==> config.mk <==
export PLATFORM = sky130hd
export DESIGN_NAME = prog_loader_flat
export DESIGN_NICKNAME = d
export VERILOG_FILES = /design/src/rtl/prog_loader_if.sv /design/src/rtl/prog_loader.sv /design/src/flat_wrapper.sv
export SDC_FILE = /design/constraint.sdc
export NUM_CORES = 1
export LEC_CHECK = 0
export CELL_PAD_IN_SITES_DETAIL_PLACEMENT = 0
export CELL_PAD_IN_SITES_GLOBAL_PLACEMENT = 1
export CORE_MARGIN = 2
export CORE_UTILIZATION = 45
export DETAILED_ROUTE_END_ITERATION = 7
export PLACE_DENSITY_LB_ADDON = 0.1
export SLEW_MARGIN = 5
export SYNTH_ARGS = -nofsm -noshare
export SYNTH_HDL_FRONTEND = slang
export SYNTH_SLANG_ARGS = --single-unit
export TNS_END_PERCENT = 30
==> constraint.sdc <==
create_clock -name clk -period 4.51 [get_ports clk]
set_clock_uncertainty 0.1 [all_clocks]
set_input_delay 0.6765 -clock clk [delete_from_list [all_inputs] [get_ports clk]]
set_output_delay 0.6765 -clock clk [all_outputs]
set_load 0.02 [all_outputs]
==> src/rtl/prog_loader_if.sv <==
// Byte stream into the loader and the instruction-memory write port out of it.
// master = stream source and memory observer, slave = the loader.
interface prog_loader_if #(
  parameter int ADDR_W = 8
);
  logic              byte_valid;
  logic [7:0]        byte_data;
  logic              byte_ready;
  logic              imem_we;
  logic [ADDR_W-1:0] imem_addr;
  logic [31:0]       imem_wdata;

  modport master (
    output byte_valid, byte_data,
    input  byte_ready, imem_we, imem_addr, imem_wdata
  );

  modport slave (
    input  byte_valid, byte_data,
    output byte_ready, imem_we, imem_addr, imem_wdata
  );
endinterface

==> src/rtl/prog_loader.sv <==
// Boot loader: length header, little-endian words, XOR checksum; each word is written 1 cycle after its 4th byte.
// Never stalls mid-image; byte_ready drops only in DONE/ERROR until a reload.
module prog_loader #(
  parameter int ADDR_W    = 8,
  parameter int MAX_WORDS = 256
) (
  input  logic              clk,
  input  logic              rst,
  prog_loader_if.slave      bus,
  input  logic              reload,
  output logic              cpu_run,
  output logic              load_err,
  output logic [ADDR_W:0]   words_loaded
);

  typedef enum logic [2:0] {LEN0, LEN1, DATA, CSUM, DONE, ERROR} state_t;

  localparam logic [16:0] MAX_LEN = 17'(MAX_WORDS);

  state_t            state_q, state_d;
  logic [15:0]       len_q, len_d;
  logic [1:0]        byte_idx_q, byte_idx_d;
  logic [31:0]       word_q, word_d;
  logic [7:0]        csum_q, csum_d;
  logic [ADDR_W:0]   wcnt_q, wcnt_d;
  logic              we_q, we_d;
  logic [ADDR_W-1:0] addr_q, addr_d;
  logic [31:0]       wdata_q, wdata_d;
  logic              run_q, run_d;
  logic              err_q, err_d;

  logic            xfer;
  logic [ADDR_W:0] wcnt_inc;

  assign bus.byte_ready = (state_q == LEN0) || (state_q == LEN1) ||
                          (state_q == DATA) || (state_q == CSUM);
  assign xfer     = bus.byte_valid && bus.byte_ready;
  assign wcnt_inc = wcnt_q + 1'b1;

  always_comb begin
    state_d    = state_q;
    len_d      = len_q;
    byte_idx_d = byte_idx_q;
    word_d     = word_q;
    csum_d     = csum_q;
    wcnt_d     = wcnt_q;
    we_d       = 1'b0;
    addr_d     = addr_q;
    wdata_d    = wdata_q;
    run_d      = run_q;
    err_d      = err_q;

    case (state_q)
      LEN0: if (xfer) begin
        len_d   = {len_q[15:8], bus.byte_data};
        state_d = LEN1;
      end
      LEN1: if (xfer) begin
        len_d = {bus.byte_data, len_q[7:0]};
        if ({1'b0, len_d} > MAX_LEN) begin
          state_d = ERROR;
          err_d   = 1'b1;
        end else if (len_d == 16'd0) begin
          state_d = CSUM;
        end else begin
          state_d = DATA;
        end
      end
      DATA: if (xfer) begin
        // Shifting in from the top leaves byte 0 in [7:0] after four bytes.
        word_d     = {bus.byte_data, word_q[31:8]};
        csum_d     = csum_q ^ bus.byte_data;
        byte_idx_d = byte_idx_q + 2'd1;
        if (byte_idx_q == 2'd3) begin
          we_d    = 1'b1;
          addr_d  = wcnt_q[ADDR_W-1:0];
          wdata_d = word_d;
          wcnt_d  = wcnt_inc;
          if (17'(wcnt_inc) == {1'b0, len_q}) state_d = CSUM;
        end
      end
      CSUM: if (xfer) begin
        if (bus.byte_data == csum_q) begin
          state_d = DONE;
          run_d   = 1'b1;
        end else begin
          state_d = ERROR;
          err_d   = 1'b1;
        end
      end
      DONE, ERROR: if (reload) begin
        state_d    = LEN0;
        run_d      = 1'b0;
        err_d      = 1'b0;
        wcnt_d     = '0;
        csum_d     = '0;
        byte_idx_d = '0;
      end
      default: state_d = LEN0;
    endcase
  end

  always_ff @(posedge clk or negedge rst) begin
    if (!rst) begin
      state_q    <= LEN0;
      len_q      <= '0;
      byte_idx_q <= '0;
      word_q     <= '0;
      csum_q     <= '0;
      wcnt_q     <= '0;
      we_q       <= 1'b0;
      addr_q     <= '0;
      wdata_q    <= '0;
      run_q      <= 1'b0;
      err_q      <= 1'b0;
    end else begin
      state_q    <= state_d;
      len_q      <= len_d;
      byte_idx_q <= byte_idx_d;
      word_q     <= word_d;
      csum_q     <= csum_d;
      wcnt_q     <= wcnt_d;
      we_q       <= we_d;
      addr_q     <= addr_d;
      wdata_q    <= wdata_d;
      run_q      <= run_d;
      err_q      <= err_d;
    end
  end

  assign bus.imem_we    = we_q;
  assign bus.imem_addr  = addr_q;
  assign bus.imem_wdata = wdata_q;
  assign cpu_run        = run_q;
  assign load_err       = err_q;
  assign words_loaded   = wcnt_q;

endmodule

==> src/flat_wrapper.sv <==
// flat-port wrapper written by rule: the top's interface ports become plain ports
module prog_loader_flat 
#(
  parameter int ADDR_W    = 8,
  parameter int MAX_WORDS = 256
)
  (clk, rst, reload, cpu_run, load_err, words_loaded, bus_byte_valid, bus_byte_data, bus_byte_ready, bus_imem_we, bus_imem_addr, bus_imem_wdata);
  prog_loader_if #(.ADDR_W(ADDR_W)) bus_i ();
  input  logic clk;
  input  logic rst;
  input  logic reload;
  output logic cpu_run;
  output logic load_err;
  output logic [ADDR_W:0] words_loaded;
  input wire logic [$bits(bus_i.byte_valid)-1:0] bus_byte_valid;
  input wire logic [$bits(bus_i.byte_data)-1:0] bus_byte_data;
  output wire logic [$bits(bus_i.byte_ready)-1:0] bus_byte_ready;
  output wire logic [$bits(bus_i.imem_we)-1:0] bus_imem_we;
  output wire logic [$bits(bus_i.imem_addr)-1:0] bus_imem_addr;
  output wire logic [$bits(bus_i.imem_wdata)-1:0] bus_imem_wdata;
  assign bus_i.byte_valid = bus_byte_valid;
  assign bus_i.byte_data = bus_byte_data;
  assign bus_byte_ready = bus_i.byte_ready;
  assign bus_imem_we = bus_i.imem_we;
  assign bus_imem_addr = bus_i.imem_addr;
  assign bus_imem_wdata = bus_i.imem_wdata;
  prog_loader #(.ADDR_W(ADDR_W), .MAX_WORDS(MAX_WORDS)) u_core (.clk(clk), .rst(rst), .bus(bus_i), .reload(reload), .cpu_run(cpu_run), .load_err(load_err), .words_loaded(words_loaded));
endmodule
# Word-level counts from Yosys, hierarchy flattened
# Index checks and enable logic that the tools add are counted.
# W data, S select, Z words.
[classes]
bitwise_logic = 3
n_addsub = 2
n_mux = 36
n_reduce_logical = 19
eq_ne = 18
n_lt_le_gt_ge = 1
[op_table]
columns = ["operator", "n"]
rows = [
  ["$pmux W16 S2", 1],
  ["$mux W9", 3],
  ["$mux W3", 8],
  ["$mux W8", 3],
  ["$pmux W9 S2", 1],
  ["$eq A9 B16 Y1", 1],
  ["$gt A16 B9 Y1 const B", 1],
  ["$logic_not A16 Y1", 1],
  ["$mux W16", 1],
  ["$pmux W8 S2", 1],
  ["$pmux W3 S5", 1],
  ["$mux W1", 12],
  ["$ne A2 B2 Y1 const B", 6],
  ["$reduce_and A3 Y1", 4],
  ["$add A9 B1 Y9 const B", 1],
  ["$eq A8 B8 Y1", 1],
  ["$ne A2 B1 Y1 const B", 4],
  ["$reduce_and A4 Y1", 2],
  ["$xor A8 B8 Y8", 1],
  ["$reduce_and A7 Y1", 1],
  ["$eq A3 B2 Y1 const B", 2],
  ["$eq A3 B3 Y1 const B", 2],
  ["$reduce_and A6 Y1", 1],
  ["$mux W2", 2],
  ["other kinds (14)", 18],
]
[word_totals]
register_bits = 113
input_bits = 12
wordCells = 91
output_inout_bits = 53

# Logic depth before layout (Yosys ltp)
# Gate-level depths: netlist (run 1).
[logic_depth]
depth_word = 7
ltp_mapped = 8
ltp_nobuf = 6

# Worst setup path after synthesis (run 1)
# No wires, ideal clock.
[synth_path]
kind = "input to register"
from = "input bus_byte_data[5]"
to = "register u_core.state_q[0]"
slack_ns = 2.421
arrival_time_ns = 1.878
cell_stages = 4
path_buffers = 0
required_ns = 4.299
setup_ns = 0.111
cell_sequence = "nor4_2 nand2_1 or4_4 a2111oi_2"
[synth_via]
elab_chain_cells = 5
word_cells_on_any_way = 9
cone_classes = "1 x order compare; 1 x eq/ne; 6 x mux; 1 x reduce/logical"
[synth_lines]
columns = ["item", "line", "text"]
rows = [
  ["from (decl)", "flat_wrapper.sv:16", "input wire logic [$bits(bus_i.byte_data)-1:0] bus_byte_data;"],
  ["branches (longest 4 deep; another with $gt A16 B9 Y1)", "n/a", ""],
  ["$pmux W3 S5 (*)", "prog_loader.sv:53", "case (state_q)"],
  ["to (signal assigned)", "prog_loader.sv:117", "state_q <= state_d;"],
  ["to (decl)", "prog_loader.sv:20", "state_t state_q, state_d;"],
]
# Mark *: on every way between the ends. The select of a mux whose other input is x is not followed.
# A chain may end at the register's enable or synchronous reset.

# Worst setup path in the final report (run 1)
[layout_path]
from = "input bus_byte_valid"
to = "register u_core.wcnt_q[8] (netlist: u_core.words_loaded[8])"
[layout_via]
elab_chain_cells = 3
[layout_lines]
columns = ["item", "line", "text"]
rows = [
  ["from (decl)", "flat_wrapper.sv:15", "input wire logic [$bits(bus_i.byte_valid)-1:0] bus_byte_valid;"],
  ["$logic_and A1 B1 Y1", "prog_loader.sv:37", "assign xfer = bus.byte_valid && bus.byte_ready;"],
  ["$ne A2 B1 Y1 (no line)", "n/a", ""],
  ["$reduce_and A4 Y1 (no line)", "n/a", ""],
  ["to (signal assigned)", "prog_loader.sv:122", "wcnt_q <= wcnt_d;"],
  ["to (decl)", "prog_loader.sv:25", "logic [ADDR_W:0] wcnt_q, wcnt_d;"],
]
# No other way between the ends.

==> impl_metrics.yaml, run 1 <==
synthesis:
  synth_area_leader_cell: "dfrtp_1"
  synth_common_cells: "163 x nand2_1, 105 x dfrtp_1, 31 x mux2_2"
  yosysWarnings: 0
  synth_seq_area_share: 0.572
  async_flop_share: 1.00
  synth-edff-count: 0
  yosys_most_used_dff: "dfrtp_1"
  yosysTopAreaCellShare: 0.572
  yosys-top-cells-area: "dfrtp_1 57%, nand2_1 13%, mux2_2 7.6%"
  synth.net_count: 473
  ys_ff_latch: 105
  synthesis.area_um2: 4590
  syn_area_per_cell_um2: 10.0
  synth_cell_types: 47
  synthesis.instances: 459
  synth.most_common_cell: "nand2_1"
place:
  place.gp.congestion: 0.810
  port_buffers: 64
  place.detailed.hpwl_um: 6610
cells_and_area:
  drive_above_1_share: 0.123
  syn_to_final_growth_pct: 20.9
  fin_nets: 530
  utilization: 0.565
  diodes: 0
  nFillCells: 913
drt:
  ant_nets: 0
  initialDrtViolationCount: 118
  finalWirelength_um: 10100
  viasPerCell: 5.17
  route.detailed.drc: 0
  first_pass_iters: 4
  route.vias.total: 3374
  wl_per_cell_um: 15.5
critical_path:
  cp_top_family: "buffers and inverters"
  critical_path.slowest_cell: "clkdlybuf4s50_1"
  crit_buf_inv: 4
  r2r_setup_slack_ns: 1.58
  cp_data_required_time_ns: 4.65
  path_max_fanout: 51
  arrival_ns: 3.36
  critPathMostFrequentCell: "buf_4"
  worstPathCellList: "clkdlybuf4s50_1, nor4bb_4, buf_4, nand2_2, buf_4, inv_2, nor2_1, o21ai_0, o41ai_1"
  path_class: "in -> reg"
  startpoint_type: "input pin"
  endpoint_kind: "flop"
  slowest_delay_ns: 0.57
floorplan:
  dieArea_um2: 11000
  die_w_um: 105
  start_util: 0.468
  ios: 65
  rows: 36
  core-area_um2: 9820
  dieHeight_um: 105
power:
  finalPower_w: 0.00208
  p_leak_nw: 2.67
  p_per_area_nw_per_um2: 375
  ir_drop_v: 0.000252
clock_network:
  h-tree-depth: 3
  insertion_delay_ns: 0.37
  cts-resized-gates: 0
  cts_buffer_depth: 2
  numCtsBuffers: 9
  clock_sinks: 105
  cts_setup_buffers: 0
  clkSlewWorstSetupHoldPaths_ns: 0.10
  cts_root_buf: "clkbuf_8"
  cts_tree: "done"
  cts_hold_buf: 0
timing:
  post-route-period-util: 0.713
  setup_tns_ns: 0
  max-slew-margin-rel: 0.395
  finalSetupViolCount: 0
  rsz0062_at_grt: "false"
  max_freq_mhz: 311
  worst_pin_slew_ns: 0.908
  post-route-min-period_ns: 3.21
  finalHoldViolations: 0
  maxSlewViolCount: 0
worst_hold_path:
  hp-class: "in -> async"
global_routing:
  overflow: 0
  grt_usage: 0.197
  antenna_found_initial: 0
  grt_pass1_wl_um: 17300
  grt_pass1_vias: 3397
  grt_start_max_net_pins: 73
job:
  maxCapViolCount: 0
outcome:
  status: "finished clean"
[layout make-up]
type                    count  area, um2  area share
clock buffers               9        124      0.0223
clock inverters             5       81.3      0.0146
inverters                   6       22.5     0.00406
multi-input cells         326       1860       0.336
flip-flops and latches    105       2630       0.473
well taps                 133        166      0.0300
repair buffers             68        668       0.120
[placed cells by master (no fill, tap or decap), types with 5 or more instances in the layout]
cell,instances
a21oi_1,7
buf_4,5
clkbuf_8,9
clkdlybuf4s50_1,63
dfrtp_1,105
inv_1,5
mux2_2,31
nand2_1,163
nor2_1,20
o21ai_0,28
xnor2_1,10
xor2_1,11
[flip-flops by register name, indices dropped and copies added, names as in the netlist, 2 cells and up]
name                   cells
u_core.bus.imem_wdata     32
u_core.word_q             24
u_core.len_q              16
u_core.words_loaded        9
u_core.bus.imem_addr       8
u_core.csum_q              8
u_core.state_q             3
u_core.byte_idx_q          2
[power by group]
| part | total (W) | switching (W) | internal [W] |
|---|---|---|---|
| Clock | 0.000631 | 0.000324 | 0.000308 |
| Sequential | 0.00113 | 0.0000988 | 0.00103 |
| Combinational | 0.000327 | 0.000157 | 0.000171 |
[cell families (layout without fill, tap and decap cells)]
group,after synthesis,in the layout,synth area share
simple gates,216,216,0.205
flops,105,105,0.572
compound gates,56,56,0.0757
mux,31,31,0.0760
buf+inv,28,88,0.0256
xor+xnor,21,21,0.0400
fa+ha+maj,2,2,0.00545
[layer usage]
layer | GRT usage | routed length [um]
met1 | 0.282 | 5090
met4 | 0.0886 | 237
met5 | 0 | 0
met3 | 0.0306 | 304
met2 | 0.298 | 4460
[per-stage QoR]
step | instances | hold WS (ns) | cell area [um2] | worst slack (ns)
floorplan | 459 | 0.281 | 4590 | 2.42
global placement | 638 | 0.355 | 5350 | 0.980
detailed placement | 638 | 0.356 | 5350 | 0.886
CTS | 652 | 0.354 | 5550 | 1.31
global route | 652 | 0.400 | 5550 | 0.950
finish | 652 | 0.321 | 5550 | 1.30
[path summary, 6_finish.rpt]
kind                                    from                         to  cells after the start
min                                      rst    u_core.bus.imem_addr[7]                      1
max reg2reg                u_core.state_q[1]     u_core.words_loaded[8]                      8
max in group asynchronous                rst  u_core.bus.imem_wdata[26]                      2
min in group clk           u_core.word_q[12]   u_core.bus.imem_wdata[4]                      2
min reg2reg                u_core.word_q[12]   u_core.bus.imem_wdata[4]                      2
max                           bus_byte_valid     u_core.words_loaded[8]                      9
(Power assumes the default switching activity.)
==> run 2: changes to the inputs <==
--- a/config.mk
+++ b/config.mk
@@ -8,7 +8,7 @@
 export CELL_PAD_IN_SITES_DETAIL_PLACEMENT = 0
 export CELL_PAD_IN_SITES_GLOBAL_PLACEMENT = 1
 export CORE_MARGIN = 2
-export CORE_UTILIZATION = 45
+export CORE_UTILIZATION = 38
 export DETAILED_ROUTE_END_ITERATION = 7
 export PLACE_DENSITY_LB_ADDON = 0.1
 export SLEW_MARGIN = 5
==> constraint.sdc (replaced) <==
create_clock -name clk -period 2.8 [get_ports clk]
set_clock_uncertainty 0.1 [all_clocks]
set_input_delay 0.42 -clock clk [delete_from_list [all_inputs] [get_ports clk]]
set_output_delay 0.42 -clock clk [all_outputs]
set_load 0.02 [all_outputs]
==> impl_metrics.yaml, run 2 (synthesized netlist as in run 1, its figures left out) <==
clock_network:
  cts_buffer_depth: 2
  cts_root_buf: "clkbuf_16"
  cts-resized-gates: 0
  cts_tree: "done"
  numCtsBuffers: 9
  clock_sinks: 105
  cts_hold_buf: 1
  insertion_delay_ns: 0.35
  h-tree-depth: 3
  clkSlewWorstSetupHoldPaths_ns: 0.07
  cts_setup_buffers: 0
timing:
  rsz0062_at_grt: "false"
  worst_pin_slew_ns: 0.831
  post-route-period-util: 0.784
  max-slew-margin-rel: 0.446
  finalHoldViolations: 0
  post-route-min-period_ns: 2.19
  finalSetupViolCount: 0
  maxSlewViolCount: 0
  max_freq_mhz: 456
  setup_tns_ns: 0
place:
  port_buffers: 64
  place.detailed.hpwl_um: 7190
  place.gp.congestion: 0.783
critical_path:
  worstPathCellList: "ha_1, and3_1, nand3_1, xnor2_1, a41oi_1, a2111oi_2"
  path_max_fanout: 7
  reg2regPathDepth: 6
  r2r-start: "u_core.words_loaded[0]"
  arrival_ns: 2.34
  critical_path.slowest_cell: "dfrtp_1"
  path_class: "reg -> reg"
  r2r_setup_slack_ns: 0.61
  slowest_delay_ns: 0.53
  endpoint_kind: "flop"
  cp_data_required_time_ns: 2.94
  r2r-end: "u_core.state_q[0]"
  startpoint_type: "flop"
floorplan:
  core-area_um2: 11900
  rows: 40
  die_w_um: 114
  dieHeight_um: 114
  dieArea_um2: 13000
  start_util: 0.386
  ios: 65
drt:
  route.detailed.drc: 0
  first_pass_iters: 4
  viasPerCell: 4.96
  ant_nets: 0
  wl_per_cell_um: 15.8
  route.vias.total: 3370
  initialDrtViolationCount: 145
  finalWirelength_um: 10700
power:
  p_per_area_nw_per_um2: 622
  ir_drop_v: 0.000390
  p_leak_nw: 2.78
global_routing:
  grt_start_max_net_pins: 60
  grt_pass1_vias: 3235
  overflow: 0
  grt_usage: 0.175
  grt_pass1_wl_um: 17500
  antenna_found_initial: 0
cells_and_area:
  nFillCells: 1163
  layout_commonest_cell: "nand2_1"
  syn_to_final_growth_pct: 25.3
  fin_nets: 542
  diodes: 0
  largest_reg_flops: 32
  drive_above_1_share: 0.143
  layout_common_cells: "163 x nand2_1, 105 x dfrtp_1, 63 x clkdlybuf4s50_1, 31 x mux2_2, 28 x o21ai_0"
  utilization: 0.483
worst_hold_path:
  hold_path_startpoint: "u_core.word_q[8]"
  whs_endpoint: "u_core.bus.imem_wdata[0]"
  worst_hold_path.num_cells: 2
  hp-class: "reg -> reg"
outcome:
  status: "finished clean"
job:
  maxCapViolCount: 0
-- run 2: changes by cell type in the layout (fill, tap and decap cells not counted), sizes merged --
| cell | before | now |
|---|---|---|
| buf | 5 | 16 |
| clkbuf | 9 | 12 |
| clkinv | 1 | 4 |
| bufinv | 2 | 0 |
| clkinvlp | 1 | 0 |
| dlygate4sd3 | 0 | 1 |
| inv | 7 | 6 |
-- run 2: cell type report --
cell class                      instances  area, um2  share of cell area
Sequential cell                       105       2630               0.457
Multi-Input combinational cell        326       1860               0.324
Clock inverter                          4       27.5             0.00478
Clock buffer                           12        256              0.0446
Timing Repair Buffer                   80        773               0.134
Tap cell                              147        184              0.0320
Inverter                                6       22.5             0.00391
-- run 2: worst max path at each step --
stage	from	to	slack [ns]
floorplan	u_core.words_loaded[2]	u_core.state_q[0]	0.81
global route	bus_byte_valid	u_core.csum_q[3]	0.47
detailed placement	bus_byte_valid	u_core.csum_q[4]	0.29
CTS	u_core.words_loaded[0]	u_core.state_q[0]	0.59
global placement	bus_byte_valid	u_core.csum_q[2]	0.36
finish	u_core.words_loaded[0]	u_core.state_q[0]	0.61
-- run 2: where the power goes --
group | switching [W] | total, W | internal (W) | leakage, nW
registers | 0.000154 | 0.00181 | 0.00166 | 1.43
clock network | 0.000568 | 0.00122 | 0.000653 | 0.143
logic | 0.000262 | 0.000548 | 0.000286 | 1.21
-- run 2: routing by layer --
metal / track usage / up-vias / wire (um) / part of all wire
li1: - / 1660 / - / -
met1: 0.264 / 1633 / 5550 / 0.52
met2: 0.248 / 60 / 4640 / 0.43
met3: 0.0383 / 17 / 363 / 0.034
met4: 0.0602 / 0 / 193 / 0.018
met5: 0 / - / 0 / 0
-- run 2: critical path, delay by kind of cell (launching register included) --
kind / cells / cell delay, ns
flops: 1 / 0.53
compound gates: 2 / 0.45
simple gates: 2 / 0.42
fa+ha+maj: 1 / 0.34
xor+xnor: 1 / 0.24
-- run 2: stage by stage --
stage	total power [W]	hold slack (ns)	setup slack, ns	instances	area, um2
4_1_cts	0.00361	0.376	0.592	680	5750
3_3_place_gp	0.00237	0.263	0.363	663	5460
3_5_place_dp	0.00239	0.269	0.288	663	5460
2_1_floorplan	0.00218	0.0244	0.812	459	4590
5_1_grt	0.00374	0.397	0.473	680	5750
6_report	0.00358	0.371	0.606	680	5750
==> run 3: changes to the inputs <==
==> constraint.sdc (replaced) <==
create_clock -name clk -period 1.9 [get_ports clk]
set_clock_uncertainty 0.1 [all_clocks]
set_input_delay 0.285 -clock clk [delete_from_list [all_inputs] [get_ports clk]]
set_output_delay 0.285 -clock clk [all_outputs]
set_load 0.02 [all_outputs]
==> impl_metrics.yaml, run 3 (synthesized netlist as in run 1, its figures left out) <==
clock_network:
  cts_root_buf: "clkbuf_16"
  insertion_delay_ns: 0.36
  clkSlewWorstSetupHoldPaths_ns: 0.07
  h-tree-depth: 3
  cts_setup_buffers: 0
  clock_sinks: 105
  numCtsBuffers: 9
  cts_tree: "done"
  cts_buffer_depth: 2
place:
  place.gp.congestion: 0.796
  dp_slack_ns: -0.368
  place.detailed.hpwl_um: 7700
  place_area_um2: 5850
  port_buffers: 64
timing:
  worst_pin_slew_ns: 0.383
  maxSlewViolCount: 0
  post-route-min-period_ns: 1.93
  rsz0062_at_grt: "true"
  post-route-period-util: 1.02
  finalSetupViolCount: 1
  finalHoldViolations: 0
  max_freq_mhz: 517
  max-slew-margin-rel: 0.744
  setup_ws_ns: -0.0347
cells_and_area:
  layout_common_cells: "162 x nand2_1, 99 x dfrtp_1, 58 x buf_4, 55 x clkdlybuf4s50_1, 31 x mux2_2"
  diodes: 0
  syn_to_final_growth_pct: 34.5
  finalInstanceArea_um2: 6180
  multi_input_area_um2: 1900
  largest_reg_flops: 32
  layout_commonest_cell: "nand2_1"
  fin_nets: 588
  nFillCells: 1154
  seq_area_um2: 2640
  drive_above_1_share: 0.233
outcome:
  violations: "setup timing"
  status: "finished with violations"
power:
  clock_power_share: 0.320
  internal_power_w: 0.00398
  p_per_area_nw_per_um2: 888
  swShare: 0.275
  seqPwrFrac: 0.476
  p_comb_frac: 0.204
  power.switching_w: 0.00151
  p_leak_nw: 3.12
  ir_drop_v: 0.000529
job:
  maxCapViolCount: 0
critical_path:
  slowest_delay_ns: 0.49
  arrival_ns: 2.08
  worstPathCellList: "nor4_2, buf_4, nand2_1, or4_4, a2111oi_2"
  critical_path.slowest_cell: "or4_4"
  path_max_fanout: 2
  startpoint_type: "flop"
  cp_data_required_time_ns: 2.05
  r2r_setup_slack_ns: -0.03
  endpoint_kind: "flop"
  path_class: "reg -> reg"
global_routing:
  grt_pass1_vias: 3660
  overflow: 0
  grt_usage: 0.186
  met3_usage: 0.0319
  grt_util_met2: 0.282
  grt.busiest_layer: "met2"
  grt_start_max_net_pins: 67
  use_met1: 0.266
  grt_pass1_wl_um: 18700
  antenna_found_initial: 0
floorplan:
  die_w_um: 114
  core-area_um2: 11900
  dieArea_um2: 13000
  dieHeight_um: 114
  ios: 65
  start_util: 0.386
  rows: 40
drt:
  ant_nets: 0
  route.detailed.drc: 0
  first_pass_iters: 5
  initialDrtViolationCount: 216
  finalWirelength_um: 11000
  wl_per_cell_um: 15.1
  route.vias.total: 3600
  viasPerCell: 4.96
worst_hold_path:
  hp-class: "in -> async"
-- run 3: changes by cell type in the layout (fill, tap and decap cells not counted), moves of 3 or more --
cell             previous run  this run
buf_4                      15        58
clkdlybuf4s50_1            63        55
dfrtp_1                   105        99
dfrtp_2                     0         6
dlymetal6s2s_1              0         5
buf_12                      1         4
dlygate4sd2_1               0         3
-- run 3: repair_timing --
item                       in CTS  in global routing
pin swaps                       2                  1
setup endpoints to repair       4                 23
hold buffers                    1                  0
resized for setup               5                 12
hold endpoints to repair      105                  0
-- run 3: metal layers --
layer,vias to the layer above,part of all wire
met1,1755,0.49
met4,0,0.019
li1,1765,-
met3,13,0.035
met5,-,0
met2,67,0.45
-- run 3: final cells by class --
type | instances | share of cell area
clock inverters | 4 | 0.00425
repair buffers | 126 | 0.189
multi-input cells | 326 | 0.307
inverters | 6 | 0.00365
well taps | 147 | 0.0298
flip-flops and latches | 105 | 0.427
clock buffers | 12 | 0.0399
-- run 3: stage by stage --
stage,TNS [ns],utilization,total power [W],instances,hold WS [ns]
after floorplan,0,-,0.00321,459,-0.111
after global placement,-8.30,0.491,0.00372,709,0.191
after detailed placement,-8.70,0.491,0.00375,709,0.188
after CTS,-0.0607,0.515,0.00553,726,0.359
after global routing,-0.132,0.518,0.00579,726,0.379
final,-0.0347,0.518,0.00549,726,0.351
-- run 3: final timing paths --
path / startpoint / endpoint / depth (start not counted)
setup / recovery: u_core.len_q[4] / u_core.state_q[0] / 5
hold / removal: rst / u_core.words_loaded[1] / 3
setup reg to reg: u_core.len_q[4] / u_core.state_q[0] / 5
hold reg to reg: u_core.word_q[11] / u_core.bus.imem_wdata[3] / 2
max in group asynchronous: rst / u_core.word_q[22] / 3
min in group clk: u_core.word_q[11] / u_core.bus.imem_wdata[3] / 2
-- run 3: worst max-delay path, delay by kind of cell (launching register included) --
kind,cells,cell delay (ns)
simple gates,3,0.82
flops,1,0.40
compound gates,1,0.36
buf+inv,1,0.15
-- run 3: power by group through the flow --
stage | logic, W | registers, W | clock network, W
after floorplan | 0.000600 | 0.00261 | 0
after global routing | 0.00123 | 0.00264 | 0.00192
after global placement | 0.00110 | 0.00262 | 0
after detailed placement | 0.00112 | 0.00264 | 0
after CTS | 0.00112 | 0.00260 | 0.00182
final | 0.00112 | 0.00261 | 0.00176
